**src/rtl/bram_lsu.sv**
```systemverilog
// bram_lsu: load/store unit between a core request port and a single-port BRAM.
// Ports: clk, rst; req_* (core request), resp_* (core response), mem_* (BRAM).
module bram_lsu (
    input  logic        clk,
    input  logic        rst,
    input  logic        req_valid,
    output logic        req_ready,
    input  logic        req_we,
    input  logic [11:0] req_addr,
    input  logic [1:0]  req_size,
    input  logic        req_signed,
    input  logic [31:0] req_wdata,
    output logic        resp_valid,
    output logic [31:0] resp_data,
    output logic        resp_err,
    output logic [9:0]  mem_addr,
    output logic [31:0] mem_wr_data,
    output logic        mem_wen,
    output logic        mem_ren,
    input  logic [31:0] mem_rd_data
);

    typedef enum logic [1:0] {
        IDLE,
        RD_WAIT,
        RMW_WR
    } state_t;

    state_t      state, state_nx;
    logic [11:0] lat_addr;
    logic [1:0]  lat_size;
    logic        lat_signed;
    logic [15:0] lat_wdata;

    logic        accept;
    logic        err;
    logic        word_st;
    logic [31:0] rd_sh;
    logic [31:0] ld_data;
    logic [31:0] lane_mask;
    logic [31:0] lane_data;
    logic [31:0] merged;

    // Ready drops combinationally with rst so nothing is accepted in reset.
    assign req_ready = (state == IDLE) && !rst;
    assign accept    = req_valid && req_ready;

    assign err = (req_size == 2'b11) ||
                 (req_size == 2'b01 && req_addr[0]) ||
                 (req_size == 2'b10 && req_addr[1:0] != 2'b00);

    assign word_st = req_we && (req_size == 2'b10);

    // Halfwords are aligned, so a byte-lane shift also selects the half.
    assign rd_sh = mem_rd_data >> {lat_addr[1:0], 3'b000};

    always_comb begin
        ld_data = mem_rd_data;
        case (lat_size)
            2'b00: ld_data = {{24{lat_signed & rd_sh[7]}}, rd_sh[7:0]};
            2'b01: ld_data = {{16{lat_signed & rd_sh[15]}}, rd_sh[15:0]};
            default: ld_data = mem_rd_data;
        endcase
    end

    always_comb begin
        lane_mask = 32'h0;
        lane_data = 32'h0;
        case (lat_size)
            2'b00: begin
                lane_mask = 32'h0000_00FF << {lat_addr[1:0], 3'b000};
                lane_data = {4{lat_wdata[7:0]}};
            end
            2'b01: begin
                lane_mask = 32'h0000_FFFF << {lat_addr[1], 4'b0000};
                lane_data = {2{lat_wdata}};
            end
            default: begin
                lane_mask = 32'h0;
                lane_data = 32'h0;
            end
        endcase
        merged = (mem_rd_data & ~lane_mask) | (lane_data & lane_mask);
    end

    always_comb begin
        state_nx    = state;
        mem_addr    = lat_addr[11:2];
        mem_wr_data = 32'h0;
        mem_wen     = 1'b0;
        mem_ren     = 1'b0;
        case (state)
            IDLE: begin
                mem_addr = req_addr[11:2];
                if (accept && !err) begin
                    if (word_st) begin
                        mem_wen     = 1'b1;
                        mem_wr_data = req_wdata;
                    end else begin
                        mem_ren  = 1'b1;
                        state_nx = req_we ? RMW_WR : RD_WAIT;
                    end
                end
            end
            RD_WAIT: state_nx = IDLE;
            RMW_WR: begin
                mem_wen     = 1'b1;
                mem_wr_data = merged;
                state_nx    = IDLE;
            end
            default: state_nx = IDLE;
        endcase
    end

    always_ff @(posedge clk or posedge rst) begin
        if (rst) begin
            state      <= IDLE;
            resp_valid <= 1'b0;
            resp_data  <= 32'h0;
            resp_err   <= 1'b0;
            lat_addr   <= 12'h0;
            lat_size   <= 2'b00;
            lat_signed <= 1'b0;
            lat_wdata  <= 16'h0;
        end else begin
            state      <= state_nx;
            resp_valid <= 1'b0;
            if (accept) begin
                lat_addr   <= req_addr;
                lat_size   <= req_size;
                lat_signed <= req_signed;
                lat_wdata  <= req_wdata[15:0];
                if (err || word_st) begin
                    resp_valid <= 1'b1;
                    resp_err   <= err;
                    resp_data  <= 32'h0;
                end
            end
            if (state == RD_WAIT) begin
                resp_valid <= 1'b1;
                resp_err   <= 1'b0;
                resp_data  <= ld_data;
            end
            if (state == RMW_WR) begin
                resp_valid <= 1'b1;
                resp_err   <= 1'b0;
                resp_data  <= 32'h0;
            end
        end
    end

endmodule

```
**config.mk**
```make
export PLATFORM = sky130hd
export DESIGN_NAME = bram_lsu
export DESIGN_NICKNAME = d
export VERILOG_FILES = /design/src/rtl/bram_lsu.sv
export SDC_FILE = /design/constraint.sdc
export NUM_CORES = 1
export LEC_CHECK = 0
export ABC_AREA = 1
export BUFFER_PORTS_ARGS = -buffer_cell sky130_fd_sc_hd__buf_4
export CORE_MARGIN = 10
export CORE_UTILIZATION = 41
export CTS_CLUSTER_SIZE = 30
export DETAILED_ROUTE_END_ITERATION = 10
export MAX_ROUTING_LAYER = met4
export PLACE_DENSITY_LB_ADDON = 0.12
export SLEW_MARGIN = 20
export SYNTH_ARGS = -nofsm -noshare
export SYNTH_HDL_FRONTEND = slang
export SYNTH_SLANG_ARGS = --single-unit
```
**constraint.sdc**
```tcl
create_clock -name clk -period 2.7 [get_ports clk]
set_input_delay 0.54 -clock clk [delete_from_list [all_inputs] [get_ports clk]]
set_output_delay 0.54 -clock clk [all_outputs]
set_load 0.02 [all_outputs]
```
==> key figures, run 1 <==
Global routing
  • Number of global-route vias before repair: 4996
  • Global-route wire length before repair: roughly 26 mm
  • Total congestion overflow after global routing: 0
  • GRT Total Usage: approximately a fifth
  • Antenna violations before repair: 0
  • Pin count of the biggest net entering global routing: 54

Synth
  • Net count of the mapped netlist: 772
  • Area share of the largest cell type after synthesis: 37.62%
  • Combined area of all synthesized cells: between 4000 and 5000 um2
  • Gate count of the mapped netlist: about 700
  • Adder-cell area share of the yosys netlist: 0%
  • Synthesized-area fraction occupied by ao, oa, aoi and oai cells: 14.99%
  • Proportion of synthesized flip-flops having asynchronous set or reset: 100.0%
  • Synthesized-area fraction occupied by and/or/nand/nor cells: between 30 and 40%
  • Mux share of post-synthesis cell area: 0%
  • Post-synthesis xor/xnor area fraction: 0%
  • Number of flops mapped to enable cells by yosys: 0
  • Cell types with the largest area share after synthesis: dfrtp_1, nand2_1, o21ai_0
  • Count of distinct cell types in the synthesized netlist: 26
  • Count of synthesis-stage warnings from yosys: 0
  • Part of the Yosys area used for sequential elements: 37.62%
  • Yosys reg bits: between 60 and 70
  • Largest family of logic cells by synthesized area: simple AND/OR/NAND/NOR gates
  • Top_reg_cell synth: dfrtp_1
  • Average footprint of a synthesized cell: approximately 6.5 um2
  • Most area-hungry cell type in the Yosys netlist: dfrtp_1

Placed design
  • Input/output buffers: approximately 160
  • Half-perimeter wire length of the detailed placement result: about 13 mm
  • Routability-driven placement congestion ratio: around 0.9

Detailed routing
  • Vias post-DR: 4981
  • Via-to-Cell Ratio: ~5.0
  • Initial detailed-routing violation count: approximately 400
  • Remaining antenna violation count after routing: 0
  • First-pass detailed-route iteration total: 5
  • Routed WL per cell: about 17 um
  • DRC Markers: 0
  • Total wire length after detailed routing: about 17 mm

Die
  • Die Width: 124.3 um
  • Number of ports placed on the die boundary: around 160
  • Core ar.: 10750 um2
  • Vert. Die Dim: about 120 um
  • Starting utilization of the core area: between 40% and 50%
  • Standard-cell rows: 38
  • Overall die area: around 15000 um2

Layout
  • Fraction of final layout cells with drive strength greater than 1: between 20% and 30%
  • Most common cell after layout, fill and taps aside: nand2_1
  • Area added between synthesis and finish: 34.45%
  • Number of nets in the final layout: approximately 930
  • Top library cells by usage in the layout, fill and taps aside: nand2_1, buf_4, inv_1
  • Antenna cells: 0

STA
  • Post-route worst hold slack: ~0.33 ns
  • Slew headroom: 44.25%
  • Maximum clock frequency: roughly 390 MHz
  • Final period utilization: between 90% and 100%
  • Final Slew Violations: 0
  • Total negative slack for setup checks: 0 ns
  • Final setup skew: roughly 0.0047 ns
  • Setup repair after global routing missed its margin: false
  • Setup violators final: 0
  • Slew at the pin with the worst max-slew slack: 0.8353 ns
  • Count of endpoints failing hold in the final timing report: 0
  • Minimum clock period: between 2 and 3 ns

Power
  • Combinational fraction of design power: between 30% and 40%
  • Lkg Pwr: approximately 3.4 nW
  • Clk pwr share: 25.3%
  • Post-layout total power: about 3.1 mW
  • Power per cell area: 514.3 nW/um2
  • Peak ir drop on the vdd network: about 0.23 mV
  • Internal power component: 1.905 mW
  • Net switching power figure: 1.177 mW
  • Share of total power in sequential cells: 39.2%
  • Share of total power consumed by net switching: approximately two fifths

Flow run
  • Max-Cap Viols: 0

Clock network
  • Clk slew on worst S/H paths: roughly 0.07 ns
  • Clock root cell: clkbuf_8
  • Largest buffer count on any clock path: 2
  • TritonCTS clock tree: done
  • Clock insertion delay at the later pin of the skew report: 0.35 ns
  • CTS HTree Levels: 3
  • Hold_buf cts: 0
  • Number of clock buffers inserted by TritonCTS: 9
  • Clock sink count: 67

Worst setup path
  • Critical setup path kind: register to primary output
  • Reg-to-reg critical path startpoint: lat_size[1]
  • Reg2Reg Depth: 7
  • Critical Path AT: around 2.0 ns
  • CP endpoint kind: primary output
  • Critical path fanouts, max: 9
  • Worst flop-to-flop path endpoint: resp_data[31]
  • CP Data Required Time: around 2.2 ns
  • Startpoint type of the worst setup path: register
  • Setup slack of the worst register-to-register path: 0.86 ns

Min path
  • Worst hold path type: primary input to asynchronous set/reset pin

Status
  • Outcome: complete, no violations
[critical path: stages (launching register included)]
cell and delay [ns]:
dfrtp_1 0.44, nor2_2 0.20, inv_1 0.18, o21ai_4 0.23, inv_1 0.15, nand2_1 0.09
nand3_1 0.11, nand2_1 0.10, buf_4 0.14
[synthesized netlist by cell type (4+ instances only)]
| cell type | count |
|---|---|
| nand2_1 | 269 |
| nor2_1 | 9 |
| clkbuf_1 | 15 |
| nand2_4 | 4 |
| buf_2 | 9 |
| nand3_1 | 75 |
| o211ai_1 | 9 |
| o21ai_0 | 85 |
| dfrtp_1 | 67 |
| inv_1 | 86 |
| a21oi_1 | 25 |
| o21ai_1 | 5 |
| buf_6 | 5 |
| nor2_4 | 4 |
| inv_2 | 5 |
[power by group through the flow]
stage	Sequential [mW]	Combinational [mW]	Clock (mW)
2_1_floorplan	1.27	0.614	0
3_5_place_dp	1.23	1.08	0
4_1_cts	1.21	1.09	0.798
6_report	1.21	1.09	0.780
5_1_grt	1.22	1.21	0.848
3_3_place_gp	1.22	1.07	0
[worst max-delay path by stage]
| stage | start | to | slack, ns | depth (start not counted) |
|---|---|---|---|---|
| floorplan | state[1] | mem_wr_data[0] | 0.46 | 8 |
| global placement | req_size[1] | mem_wr_data[21] | 0.35 | 9 |
| detailed placement | req_size[1] | mem_wr_data[25] | 0.27 | 9 |
| CTS | state[1] | mem_wr_data[16] | 0.01 | 10 |
| global route | lat_size[1] | mem_wr_data[29] | 0.02 | 8 |
| finish | lat_size[1] | mem_wr_data[29] | 0.17 | 8 |
[cells by family (layout without fill, tap and decap cells)]
kind of cell	after synthesis	in the layout
AND/OR/NAND/NOR	371	371
flip-flops	67	67
buffers and inverters	125	284
AO/OA/AOI/OAI	126	126
[through the flow]
step                      instances  util (%)  cell area [um2]  setup WS [ns]
after global routing            988     55.76             5992        0.02201
final                           988     55.76             5992         0.1675
after CTS                       986     55.36             5948       0.009757
after global placement          970     53.68             5768         0.3498
after detailed placement        970     53.68             5768         0.2681
after floorplan                 689         -             4457         0.4570
[registers in the layout (all words and copies together) (netlist names)]
signal / flops
resp_data: 32
lat_wdata: 16
lat_addr: 12
lat_size: 2
state: 2
lat_signed: 1
resp_err: 1
resp_valid: 1
[metal layers]
| metal | global-route usage [%] | wire [um] |
|---|---|---|
| met5 | - | 0 |
| met4 | 4.524 | 144 |
| met3 | 3.872 | 945 |
| met2 | 32.66 | 7706 |
| met1 | 28.52 | 7791 |
[what timing repair did]
action | in CTS | in global routing
buffers inserted | 0 | 2
resized for setup | 0 | 9
setup endpoints to repair | 0 | 25
[cell type report]
cell class                      count  area, um2
Inverter                           93      361.6
Timing Repair Buffer              175       1330
Clock buffer                       12      155.1
Clock inverter                      4      25.02
Sequential cell                    67       1677
Fill cell                        1118       4753
Tap cell                          140      175.2
Multi-Input combinational cell    497       2268
(Power assumes the default switching activity.)
==> run 2: changes to the inputs <==
--- a/config.mk
+++ b/config.mk
@@ -9,6 +9,7 @@
 export BUFFER_PORTS_ARGS = -buffer_cell sky130_fd_sc_hd__buf_4
 export CORE_MARGIN = 10
 export CORE_UTILIZATION = 41
+export CTS_BUF_LIST = sky130_fd_sc_hd__clkbuf_16
 export CTS_CLUSTER_SIZE = 30
 export DETAILED_ROUTE_END_ITERATION = 10
 export MAX_ROUTING_LAYER = met4
==> run 2 against run 1 <==
  * Flip-flop and latch count unchanged
  * First-iteration DRC count increased by 18%
  * Worst setup slack improved by 0.016 ns
  * Power increased by 8.9%
  * Hold slack improved by 0.026 ns
  * Non-clock buffer count unchanged
  * Maximum frequency increased by 0.62%
==> key figures, run 2 (synthesized netlist as in run 1, its figures left out) <==
Worst setup path
  • Critical path fanouts, max: 9
  • Family with the most delay on the worst path: simple AND/OR/NAND/NOR gates
  • Critical Path AT: 1.98 ns
  • Cell chain of the critical path: nor2_2 -> inv_1 -> o21ai_4 -> inv_1 -> nand2_1 -> nand3_1 -> nand2_1 -> buf_4
  • Crit path launch: lat_size[1]
  • Reg2Reg Depth: 7
  • Largest stage delay, worst path: ~0.44 ns
  • Reg-to-reg critical path startpoint: lat_size[1]
  • Startpoint type of the worst setup path: register
  • Critical path's slowest cell: dfrtp_1
  • WP depth: 8
  • CP endpoint kind: primary output
  • CP Data Required Time: around 2.2 ns
  • CP Buf/Inv Count: 3
  • Critical setup path kind: register to primary output

Detailed routing
  • Total wire length after detailed routing: ~17 mm
  • Remaining antenna violation count after routing: 0
  • Via-to-Cell Ratio: 5.048
  • First-pass detailed-route iteration total: 5
  • Routed WL per cell: ~17 um
  • DRC Markers: 0
  • Initial detailed-routing violation count: approximately 470
  • Vias post-DR: around 5000

Placed design
  • Cell area after placement: between 5000 and 6000 um2
  • Half-perimeter wire length of the detailed placement result: between 10 and 15 mm
  • Input/output buffers: 161
  • Routability-driven placement congestion ratio: ~0.91

Global routing
  • GRT Total Usage: 21.19%
  • Antenna violations before repair: 0
  • Total congestion overflow after global routing: 0
  • Pin count of the biggest net entering global routing: between 50 and 60
  • Global-route wire length before repair: 26.26 mm
  • Number of global-route vias before repair: approximately 5000

STA
  • Total negative slack for setup checks: 0 ns
  • Final period utilization: between 90% and 100%
  • Count of endpoints failing hold in the final timing report: 0
  • Final Slew Violations: 0
  • Final setup skew: a little over 0.004 ns
  • Setup violators final: 0
  • Slew headroom: between 40% and 50%
  • Slew at the pin with the worst max-slew slack: roughly 0.82 ns
  • Minimum clock period: between 2 and 3 ns
  • Setup repair after global routing missed its margin: false
  • Maximum clock frequency: between 300 and 400 MHz

Clock network
  • Clock root cell: clkbuf_16
  • Clock insertion delay at the later pin of the skew report: between 0.3 and 0.4 ns
  • Largest buffer count on any clock path: 2
  • Number of clock buffers inserted by TritonCTS: 9
  • Clock sink count: 67
  • CTS HTree Levels: 3
  • TritonCTS clock tree: done
  • Clk slew on worst S/H paths: approximately 0.060 ns
  • Hold_buf cts: 0

Layout
  • Filler cells: between 1000 and 1500
  • Number of flip-flops under the largest register name: 32
  • Antenna cells: 0
  • Area used by multi-input combinational logic: 2260 um2
  • Area added between synthesis and finish: 36.08%
  • Sequential cell area in the final layout: between 1500 and 2000 um2
  • Fraction of final layout cells with drive strength greater than 1: 25.59%
  • Number of nets in the final layout: around 930
  • Biggest regs: resp_data: 32 flops, lat_wdata: 16 flops, lat_addr: 12 flops
  • Most common cell after layout, fill and taps aside: nand2_1
  • Register with the most flip-flops: resp_data
  • Top library cells by usage in the layout, fill and taps aside: nand2_1, buf_4, inv_1
  • Final instance area: around 6100 um2

Flow run
  • Max-Cap Viols: 0

Power
  • Peak ir drop on the vdd network: 0.2467 mV
  • Lkg Pwr: 3.438 nW
  • Power per cell area: between 500 and 600 nW/um2

Die
  • Die Width: around 120 um
  • Vert. Die Dim: about 120 um
  • Number of ports placed on the die boundary: 162
  • Overall die area: 15440 um2
  • Standard-cell rows: 38
  • Starting utilization of the core area: 41.48%
  • Core ar.: ~11000 um2

Status
  • Outcome: complete, no violations

Min path
  • Worst hold path type: primary input to asynchronous set/reset pin
run 2: cell types whose count changed in the layout (fill, tap and decap cells not counted), sizes merged:
cell,delta
clkbuf,-3
clkinv,+2
inv,+1
run 2: stage by stage:
step	worst slack (ns)	utilization [%]	hold WS [ns]	cells	power, mW
4_1_cts	0.04217	56.11	0.3777	986	3.360
6_report	0.1833	56.44	0.3607	988	3.356
2_1_floorplan	0.4570	-	0.4530	689	1.889
3_5_place_dp	0.2681	53.68	0.4733	970	2.311
5_1_grt	0.03076	56.44	0.3862	988	3.552
3_3_place_gp	0.3498	53.68	0.4666	970	2.293
run 2: routing by layer:
layer	wire, um	vias up	global-route usage [%]
li1	-	2490	-
met1	7844	2294	28.44
met2	7707	188	32.88
met3	823	15	3.617
met4	188	0	4.318
met5	0	-	-
run 2: final cells by class:
cell class / instances / share of cell area, %
multi-input combinational: 497 / 37.26
sequential: 67 / 27.65
inverter: 93 / 5.962
timing repair buffer: 175 / 21.93
tap: 140 / 2.888
clock buffer: 9 / 3.714
clock inverter: 7 / 0.5983
run 2: path summary, 6_finish.rpt:
kind	slack, ns	to
max	0.18	mem_wr_data[29]
min	0.36	lat_addr[10]
max reg2reg	0.86	resp_data[31]
min reg2reg	0.48	lat_wdata[4]
max in group asynchronous	1.69	resp_data[24]
min in group clk	0.39	state[0]
run 2: what timing repair did:
action / 4_1_cts / 5_1_grt
gates resized for setup: 0 / 7
endpoints found under the hold margin: 0 / 0
setup endpoints to repair: 0 / 19
setup buffers: 0 / 2
run 2: power breakdown:
part / leakage [nW] / switching, mW / internal, mW
Clock: 0.127 / 0.446 / 0.608
Combinational: 2.44 / 0.695 / 0.398
Sequential: 0.875 / 0.0820 / 1.13
Total: 3.44 / 1.22 / 2.13
